File: src/rtl/sd_read_scheduler.sv
// Round-robin block-read scheduler for the simulation SD helper: grants one of two
// requesters, strobes the start address, then streams words through a response FIFO.
module sd_read_scheduler #(
   parameter int FIFO_DEPTH = 4,
   parameter int LEN_W      = 8
) (
   input  logic             clk,
   input  logic             reset,
   input  logic             req0_valid,
   output logic             req0_ready,
   input  logic [31:0]      req0_addr,
   input  logic [LEN_W-1:0] req0_len,
   input  logic             req1_valid,
   output logic             req1_ready,
   input  logic [31:0]      req1_addr,
   input  logic [LEN_W-1:0] req1_len,
   output logic             resp_valid,
   input  logic             resp_ready,
   output logic [31:0]      resp_data,
   output logic             resp_id,
   output logic             resp_last,
   output logic             busy,
   output logic             sd_setAddr,
   output logic [31:0]      sd_addr,
   output logic             sd_ren,
   input  logic [31:0]      sd_data
);
   localparam int AW = $clog2(FIFO_DEPTH);
   localparam logic [AW:0]      DEPTH_C = FIFO_DEPTH[AW:0];
   localparam logic [AW:0]      CNT_ONE = {{AW{1'b0}}, 1'b1};
   localparam logic [AW-1:0]    PTR_ONE = {{(AW-1){1'b0}}, 1'b1};
   localparam logic [LEN_W-1:0] LEN_ONE = {{(LEN_W-1){1'b0}}, 1'b1};

   typedef enum logic [1:0] {IDLE, SETADDR, READ, DRAIN} state_t;
   state_t state, state_next;

   logic             rr_last;   // 1: requester 1 was served last
   logic [31:0]      addr_q;
   logic [LEN_W-1:0] len_q;
   logic             id_q;
   logic [LEN_W-1:0] remaining;
   logic [LEN_W-1:0] issued;
   logic             inflight;

   logic [31:0]   mem_data [FIFO_DEPTH];
   logic          mem_id   [FIFO_DEPTH];
   logic          mem_last [FIFO_DEPTH];
   logic [AW-1:0] wr_ptr, rd_ptr;
   logic [AW:0]   fifo_count;
   logic [AW:0]   occupancy;

   logic             grant0, grant1, take, push, pop, head_last;
   logic [LEN_W-1:0] sel_len;

   // NOTE: every signal written in always_comb gets a default first, so no path leaves
   // it unassigned and no latch is inferred.
   always_comb begin
      grant0     = req0_valid && (!req1_valid || rr_last);
      grant1     = req1_valid && (!req0_valid || !rr_last);
      req0_ready = !reset && (state == IDLE) && grant0;
      req1_ready = !reset && (state == IDLE) && grant1;
      take       = req0_ready || req1_ready;
      sel_len    = req1_ready ? req1_len : req0_len;

      sd_setAddr = (state == SETADDR);
      sd_addr    = sd_setAddr ? addr_q : 32'h0;
      occupancy  = fifo_count + {{AW{1'b0}}, inflight};
      sd_ren     = (state == READ) && (remaining != '0) && (occupancy < DEPTH_C);
      push       = sd_ren;

      resp_valid = (fifo_count != '0);
      head_last  = mem_last[rd_ptr];
      resp_data  = resp_valid ? mem_data[rd_ptr] : 32'h0;
      resp_id    = resp_valid && mem_id[rd_ptr];
      resp_last  = resp_valid && head_last;
      pop        = resp_valid && resp_ready;
      busy       = (state != IDLE);

      state_next = state;
      case (state)
         IDLE:    if (take) state_next = (sel_len != '0) ? SETADDR : IDLE;
         SETADDR: state_next = READ;
         READ:    if (sd_ren && remaining == LEN_ONE) state_next = DRAIN;
         DRAIN:   if (pop && head_last) state_next = IDLE;
         default: state_next = IDLE;
      endcase
   end

   always_ff @(posedge clk) begin
      if (reset) begin
         state      <= IDLE;
         rr_last    <= 1'b1;
         addr_q     <= 32'h0;
         len_q      <= '0;
         id_q       <= 1'b0;
         remaining  <= '0;
         issued     <= '0;
         inflight   <= 1'b0;
         wr_ptr     <= '0;
         rd_ptr     <= '0;
         fifo_count <= '0;
      end else begin
         state    <= state_next;
         inflight <= sd_ren;
         if (take) begin
            addr_q  <= req1_ready ? req1_addr : req0_addr;
            len_q   <= sel_len;
            id_q    <= req1_ready;
            rr_last <= req1_ready;
         end
         if (state == SETADDR) begin
            remaining <= len_q;
            issued    <= '0;
         end else if (sd_ren) begin
            remaining <= remaining - LEN_ONE;
            issued    <= issued + LEN_ONE;
         end
         if (push) wr_ptr <= wr_ptr + PTR_ONE;
         if (pop)  rd_ptr <= rd_ptr + PTR_ONE;
         if (push && !pop)      fifo_count <= fifo_count + CNT_ONE;
         else if (!push && pop) fifo_count <= fifo_count - CNT_ONE;
      end
   end

   // NOTE: storage is deliberately left out of reset; emptiness is defined by the
   // pointers and count alone, so stale entries are never observable.
   always_ff @(posedge clk) begin
      if (push) begin
         mem_data[wr_ptr] <= sd_data;
         mem_id[wr_ptr]   <= id_q;
         mem_last[wr_ptr] <= (issued + LEN_ONE == len_q);
      end
   end
endmodule

File: config.mk
export PLATFORM = sky130hd
export DESIGN_NAME = sd_read_scheduler
export DESIGN_NICKNAME = d
export VERILOG_FILES = /design/src/rtl/sd_read_scheduler.sv
export SDC_FILE = /design/constraint.sdc
export NUM_CORES = 1
export LEC_CHECK = 0
export CELL_PAD_IN_SITES_DETAIL_PLACEMENT = 1
export CELL_PAD_IN_SITES_GLOBAL_PLACEMENT = 1
export CORE_UTILIZATION = 40
export DETAILED_ROUTE_END_ITERATION = 10
export GPL_TIMING_DRIVEN = 0
export PLACE_DENSITY = 0.83
export SLEW_MARGIN = 15
export SYNTH_ARGS = -nofsm -noshare
export SYNTH_HDL_FRONTEND = slang
export SYNTH_SLANG_ARGS = --single-unit
File: constraint.sdc
create_clock -name clk -period 3.5 [get_ports clk]
set_input_delay 0.525 -clock clk [delete_from_list [all_inputs] [get_ports clk]]
set_output_delay 0.525 -clock clk [all_outputs]
set_load 0.01 [all_outputs]
; ---- Word-level counts from Yosys, hierarchy flattened
; Memory sizes are Yosys's and may differ from the RTL's. A register that Yosys moved wholly into a read port is not among the register bits.
; Cells that the tools add are included.
[totals]
ff_bits = 68
ram_bits = 136
input_bits = 117
out_inout_bits = 72
word_cells = 83
n_memories = 3
[classes]
addsub = 7
n_lt_le_gt_ge = 1
eq_ne = 8
muxes = 21
reduce_logical = 32
[mem_list]
columns = memory, depth, width, rd, rd_clocked_by_memory_dff, wr, line
row1 = mem_data, 4, 32, 1, 1, 1, 45  ; logic [31:0] mem_data [FIFO_DEPTH];
row2 = mem_id, 4, 1, 1, 1, 1, 46  ; logic mem_id [FIFO_DEPTH];
row3 = mem_last, 4, 1, 1, 1, 1, 47  ; logic mem_last [FIFO_DEPTH];
[ops]
columns = operator, count
row1 = 32-bit two-way mux, 3
row2 = 8-bit two-way mux, 3
row3 = 2-bit two-way mux, 9
row4 = 8-bit nonzero test, 2
row5 = 1-bit logical AND, 14
row6 = "8-bit by 1-bit adder with 8-bit output, second input constant", 1
row7 = "8-bit by 1-bit == test with 1-bit output, second input constant", 1
row8 = 8-bit == test, 1
row9 = 2-bit one-hot mux with 4 select lines, 1
row10 = "8-bit by 1-bit subtractor with 8-bit output, second input constant", 1
row11 = 1-bit logical NOT, 6
row12 = 3-bit two-way mux, 2
row13 = 2-bit nonzero test, 3
row14 = "2-bit by 1-bit adder with 2-bit output, second input constant", 2
row15 = "2-bit == test, second input constant", 2
row16 = "2-bit inequality test, second input constant", 2
row17 = 3-bit by 1-bit adder with 3-bit output, 1
row18 = "3-bit by 1-bit adder with 3-bit output, second input constant", 1
row19 = 1-bit logical OR, 3
row20 = "3-bit < comparator, second input constant", 1
row21 = 1-bit two-way mux, 3
row22 = 3-bit AND reduction, 1
row23 = 3-bit nonzero test, 1
row24 = "3-bit by 1-bit subtractor with 3-bit output, second input constant", 1
row25 = other kinds (4), 4

; ---- Logic depth before layout (Yosys ltp)
[depth]
word_depth = 9
ltp_mapped = 12
depth_no_buf = 11

; ---- Worst setup path before layout
; Ideal clock, no wire load.
[synth_path]
path_type = register to register
startpoint = register fifo_count[0]
endpoint = memory mem_data[0][0], enable pin
setup_ps = 394
arrival_ps = 2114
t_required_ps = 3106
setup_slack_ps = 992
stages_incl_launch_ff = 7
path_buffers = 1
period_less_slack_ps = 2508
cell_sequence = dfxtp_1 nand3_1 xor2_2 nand3_4 inv_6 buf_6 and2_1
[synth_via]
elab_chain_len = 5
[synth_rtl]
columns = item, line
row1 = "start, declared", 49  ; logic [AW:0] fifo_count;
row2 = "start signal, assigned", 120  ; if (push && !pop) fifo_count <= fifo_count + CNT_ONE;
row3 = "start signal, assigned", 121  ; else if (!push && pop) fifo_count <= fifo_count - CNT_ONE;
row4 = 3-bit by 1-bit adder with 3-bit output, 67  ; occupancy = fifo_count + {{AW{1'b0}}, inflight};
row5 = 3-bit < comparator, 68  ; sd_ren = (state == READ) && (remaining != '0) && (occupancy < DEPTH_C);
row6 = 1-bit logical AND, 68
row7 = net sd_ren, 25  ; output logic sd_ren,
row8 = 1-bit two-way mux, 128  ; if (push) begin
row9 = 1-bit two-way mux (implied by the code), 129  ; mem_data[wr_ptr] <= sd_data;
row10 = "end, declared", 45
; The timed path passes the listed nets, and every way through them passes these cells.

==> results.rst <==
.. list-table::
   :header-rows: 1

   * - Metric
     - Value
   * - Internal power
     - 5.65 mW
   * - 1st-iter DRT viols
     - 273
   * - Placed Area
     - 11200 um^2
   * - Sw power
     - 2.61 mW
   * - Power Density
     - 692 nW/um^2
   * - Footprint of the multi-input gates
     - 3180 um^2
   * - I/O Pins
     - 189
   * - Count of filler cells inserted in the layout
     - 2254
   * - Half-perimeter wire length after detailed placement
     - 17500 um
   * - Cell count after placement
     - 1152
   * - Final Wtd Congestion
     - 0.806
   * - Critical path type
     - flop to output pin
   * - Die Wd
     - 151 um
   * - Via total after detailed routing
     - 6200
   * - Internal reg-to-reg setup slack
     - 590 ps
   * - Mapped cell area
     - 8930 um^2
   * - CTS tree
     - yes
   * - First-pass GRT wire length
     - 36400 um
   * - FF-to-FF End
     - fifo_count[2]
   * - Average cell area after synthesis
     - 13.1 um^2
   * - Number of library cell types mapped by synthesis
     - 48
   * - Sinks on Clock Net
     - 206
   * - Clock Path Buffers
     - 3
   * - Minimum hold slack
     - 414 ps
   * - Required time at the worst-slack endpoint
     - 2970 ps
   * - Fraction of final layout cells with drive strength greater than 1
     - 0.113
   * - Number of nets produced by synthesis
     - 812
   * - Switching power share of the total
     - 0.316
   * - Buffer cell driving the clock tree root
     - sky130_fd_sc_hd__clkbuf_16
   * - H-tree depth
     - 1
   * - Share of the core filled with cells in the final layout
     - 0.545
   * - Gr ovfl total
     - 0
   * - Setup violation total in the final timing report
     - 0
   * - Share of the cycle needed by the critical path after routing
     - 0.942
   * - Per-cell via count in the routed design
     - 5.21
   * - Hold Vio Cnt, Final
     - 0
   * - Max VDD drop
     - 0.287 mV
   * - Yosys warning total
     - 0
   * - Number of global-route vias before repair
     - 6776
   * - Final nets
     - 1027
   * - Period minus WS final
     - 3300 ps
   * - Pin count of the biggest net entering global routing
     - 26
   * - Total setup buffers inserted after CTS
     - 0
   * - Critical Path Max Stage Delay
     - 570 ps
   * - Pins over their slew limit
     - 0
   * - Category of the worst setup path launch point
     - flop
   * - Vertical die dimension
     - 151 um
   * - Timing-limited maximum frequency
     - 303 MHz
   * - Synthesized netlist cell count
     - 681
   * - Clock-pin slew reported for the worst setup and hold paths after clock tree synthesis
     - 60 ps
   * - Drt pass-1 iters
     - 4
   * - Register bit count reported by yosys
     - 206
   * - Worst Path Arrival
     - 2770 ps
   * - Total routed wirelength
     - 23600 um
   * - Clk_lat worst skew
     - 490 ps
   * - Cell with the largest stage delay on the worst path
     - sky130_fd_sc_hd__clkbuf_1
   * - Cells along the critical path
     - clkbuf_1 -> clkbuf_1 -> mux4_2 -> and2_1 -> clkdlybuf4s50_1
   * - Combinational power share
     - 0.358
   * - Number of inserted diodes
     - 0
   * - Proportion of synthesized flip-flops having asynchronous set or reset
     - 0
   * - Unrepaired setup endpoints after global routing
     - no
   * - Leading cell type in the layout, fill and taps excluded
     - sky130_fd_sc_hd__clkdlybuf4s50_1
   * - Die Footprint
     - 22900 um^2
   * - Smallest setup slack after layout
     - 202 ps
   * - Transition time of the tightest slew-check pin
     - 673 ps
   * - # Max-Cap Violations
     - 0
   * - Part of the power in the clock network
     - 0.266
   * - Critical Path Fanout Max
     - 10
   * - Number of placement rows
     - 54
   * - Category of the worst setup path capture point
     - output pin
   * - Aggregate negative setup slack
     - 0 ps
   * - Most used DFF post-synth
     - sky130_fd_sc_hd__edfxtp_1
   * - Worst setup skew after layout
     - 8.53 ps
   * - Summed area of non-filler cells in the final layout
     - 11900 um^2
   * - Count of buffers from port buffering
     - 187
   * - Post-synth EDFFs
     - 136
   * - Dominant cell type by count on the critical path
     - sky130_fd_sc_hd__clkbuf_1
   * - Number of nets with antenna violations after routing
     - 0
   * - Initial core utilization
     - 0.408
   * - Overall Global Routing Usage
     - 0.209
   * - R2r worst-path depth
     - 12
   * - Post-route DRC
     - 0
   * - Post-Place Setup Slack
     - 298 ps
   * - Number of cells on the worst hold path
     - 2
   * - Sink of the worst hold path
     - remaining[2]
   * - Antenna violations before repair
     - 1
   * - Slew margin rel.
     - 0.551
   * - Share of the yosys chip area belonging to registers
     - 0.614
   * - Std-Cell Core Area
     - 21900 um^2
   * - Start point of the worst min-delay path
     - reset
   * - Most frequent cells in the layout
     - 187 x sky130_fd_sc_hd__clkdlybuf4s50_1, 136 x sky130_fd_sc_hd__edfxtp_1, 77 x sky130_fd_sc_hd__nand2_1
   * - Total power
     - 8.26 mW
   * - Beginning of the worst register-to-register path
     - state[0]
   * - Hold/Removal Path Class
     - input port to flop
   * - Layout overhead on the synthesized area
     - 33.5%
   * - Share of power burned in registers
     - 0.376
   * - Status
     - finished, final reports clean
   * - Area used by sequential logic in the layout
     - 5490 um^2
   * - Average routed wire per standard cell
     - 19.8 um
   * - Clock buffer count from CTS
     - 23
   * - Leakage power
     - 4.11 nW
   * - Post-route non-filler standard cell count
     - 1190
[cell type report]
cell class,instances,share of cell area
Sequential cell,206,0.460
Multi-Input combinational cell,409,0.266
Timing Repair Buffer,191,0.164
Clock buffer,28,0.0498
Tap cell,280,0.0294
Buffer,44,0.0163
Clock inverter,11,0.00724
Inverter,21,0.00703
[how the worst max path moves through the flow]
stage / slack, ps / depth (start not counted) / end
after CTS: 40 / 7 / sd_addr[22]
after detailed placement: 300 / 7 / sd_addr[26]
after global routing: 40 / 5 / resp_data[26]
after floorplan: 990 / 6 / mem_data[0][0]
after global placement: 90 / 7 / mem_data[2][19]
final: 200 / 5 / resp_data[16]
[registers in the layout, summed over array words and instances, names as in the netlist, named ones only]
| register | count |
|---|---|
| mem_data | 128 |
| addr_q | 32 |
| issued | 8 |
| len_q | 8 |
| remaining | 8 |
| mem_id | 4 |
| mem_last | 4 |
| fifo_count | 3 |
| rd_ptr | 2 |
| state | 2 |
| wr_ptr | 2 |
| id_q | 1 |
| inflight | 1 |
| rr_last | 1 |
[synth_stat cells, types with 2 or more instances]
| library cell | count | area, um^2 |
|---|---|---|
| sky130_fd_sc_hd__nor4_1 | 2 | 12.5 |
| sky130_fd_sc_hd__buf_2 | 13 | 65.1 |
| sky130_fd_sc_hd__and3b_1 | 2 | 17.5 |
| sky130_fd_sc_hd__nor3_1 | 5 | 25.0 |
| sky130_fd_sc_hd__buf_1 | 3 | 11.3 |
| sky130_fd_sc_hd__and2_1 | 70 | 438 |
| sky130_fd_sc_hd__and4b_1 | 2 | 20.0 |
| sky130_fd_sc_hd__nand3_4 | 2 | 35.0 |
| sky130_fd_sc_hd__o21a_1 | 3 | 22.5 |
| sky130_fd_sc_hd__mux4_2 | 34 | 766 |
| sky130_fd_sc_hd__a2111oi_2 | 3 | 45.0 |
| sky130_fd_sc_hd__nand4_1 | 9 | 56.3 |
| sky130_fd_sc_hd__nand2_1 | 77 | 289 |
| sky130_fd_sc_hd__or3_1 | 3 | 18.8 |
| sky130_fd_sc_hd__mux2i_1 | 9 | 90.1 |
| sky130_fd_sc_hd__or4_1 | 2 | 15.0 |
| sky130_fd_sc_hd__clkbuf_1 | 28 | 105 |
| sky130_fd_sc_hd__nand3_1 | 8 | 40.0 |
| sky130_fd_sc_hd__nor4b_1 | 4 | 35.0 |
| sky130_fd_sc_hd__a21oi_1 | 11 | 55.1 |
| sky130_fd_sc_hd__a211oi_1 | 11 | 82.6 |
| sky130_fd_sc_hd__edfxtp_1 | 136 | 4080 |
| sky130_fd_sc_hd__dfxtp_1 | 70 | 1400 |
| sky130_fd_sc_hd__a2111oi_1 | 2 | 20.0 |
| sky130_fd_sc_hd__o21ai_0 | 3 | 15.0 |
| sky130_fd_sc_hd__ha_1 | 13 | 163 |
| sky130_fd_sc_hd__inv_1 | 19 | 71.3 |
| sky130_fd_sc_hd__a311oi_1 | 36 | 315 |
| sky130_fd_sc_hd__xor2_1 | 10 | 87.6 |
| sky130_fd_sc_hd__nor2_1 | 58 | 218 |
| sky130_fd_sc_hd__nor2b_1 | 2 | 12.5 |
| sky130_fd_sc_hd__nand2b_1 | 2 | 12.5 |
| sky130_fd_sc_hd__xnor2_1 | 14 | 123 |
[power groups by stage]
stage	clock (mW)	sequential, mW	combinational (mW)
after global routing	2.34	3.15	3.25
final	2.19	3.11	2.96
after CTS	2.25	3.11	3.01
after detailed placement	0	3.16	2.99
after floorplan	0	3.09	1.78
after global placement	0	3.14	2.88
[worst max-delay path: cells and delay by family, from the launching register on]
family | cells | cell delay [ps]
buffers and inverters | 3 | 1380
and+or+nand+nor | 1 | 170
muxes | 1 | 420
DFF | 1 | 310
[kinds of logic after synthesis]
logic type      share of synthesized area
compound gates                     0.0686
xor+xnor                           0.0253
fa+ha+maj                          0.0204
buf+inv                            0.0309
flops                               0.614
mux                                0.0975
simple gates                        0.143
[per-layer routing]
layer	global-route usage	share of wire	vias up	wire [um]
li1	-	-	2930	-
met2	0.378	0.52	201	12200
met4	0.0440	0.013	2	307
met3	0.0596	0.075	30	1770
met1	0.245	0.40	3037	9360
met5	0	0.00034	-	8
[timing repair]
item,CTS,global route
gates resized for setup,2,4
endpoints found under the setup margin,28,24
hold buffers,0,0
(Power assumes the default switching activity.)
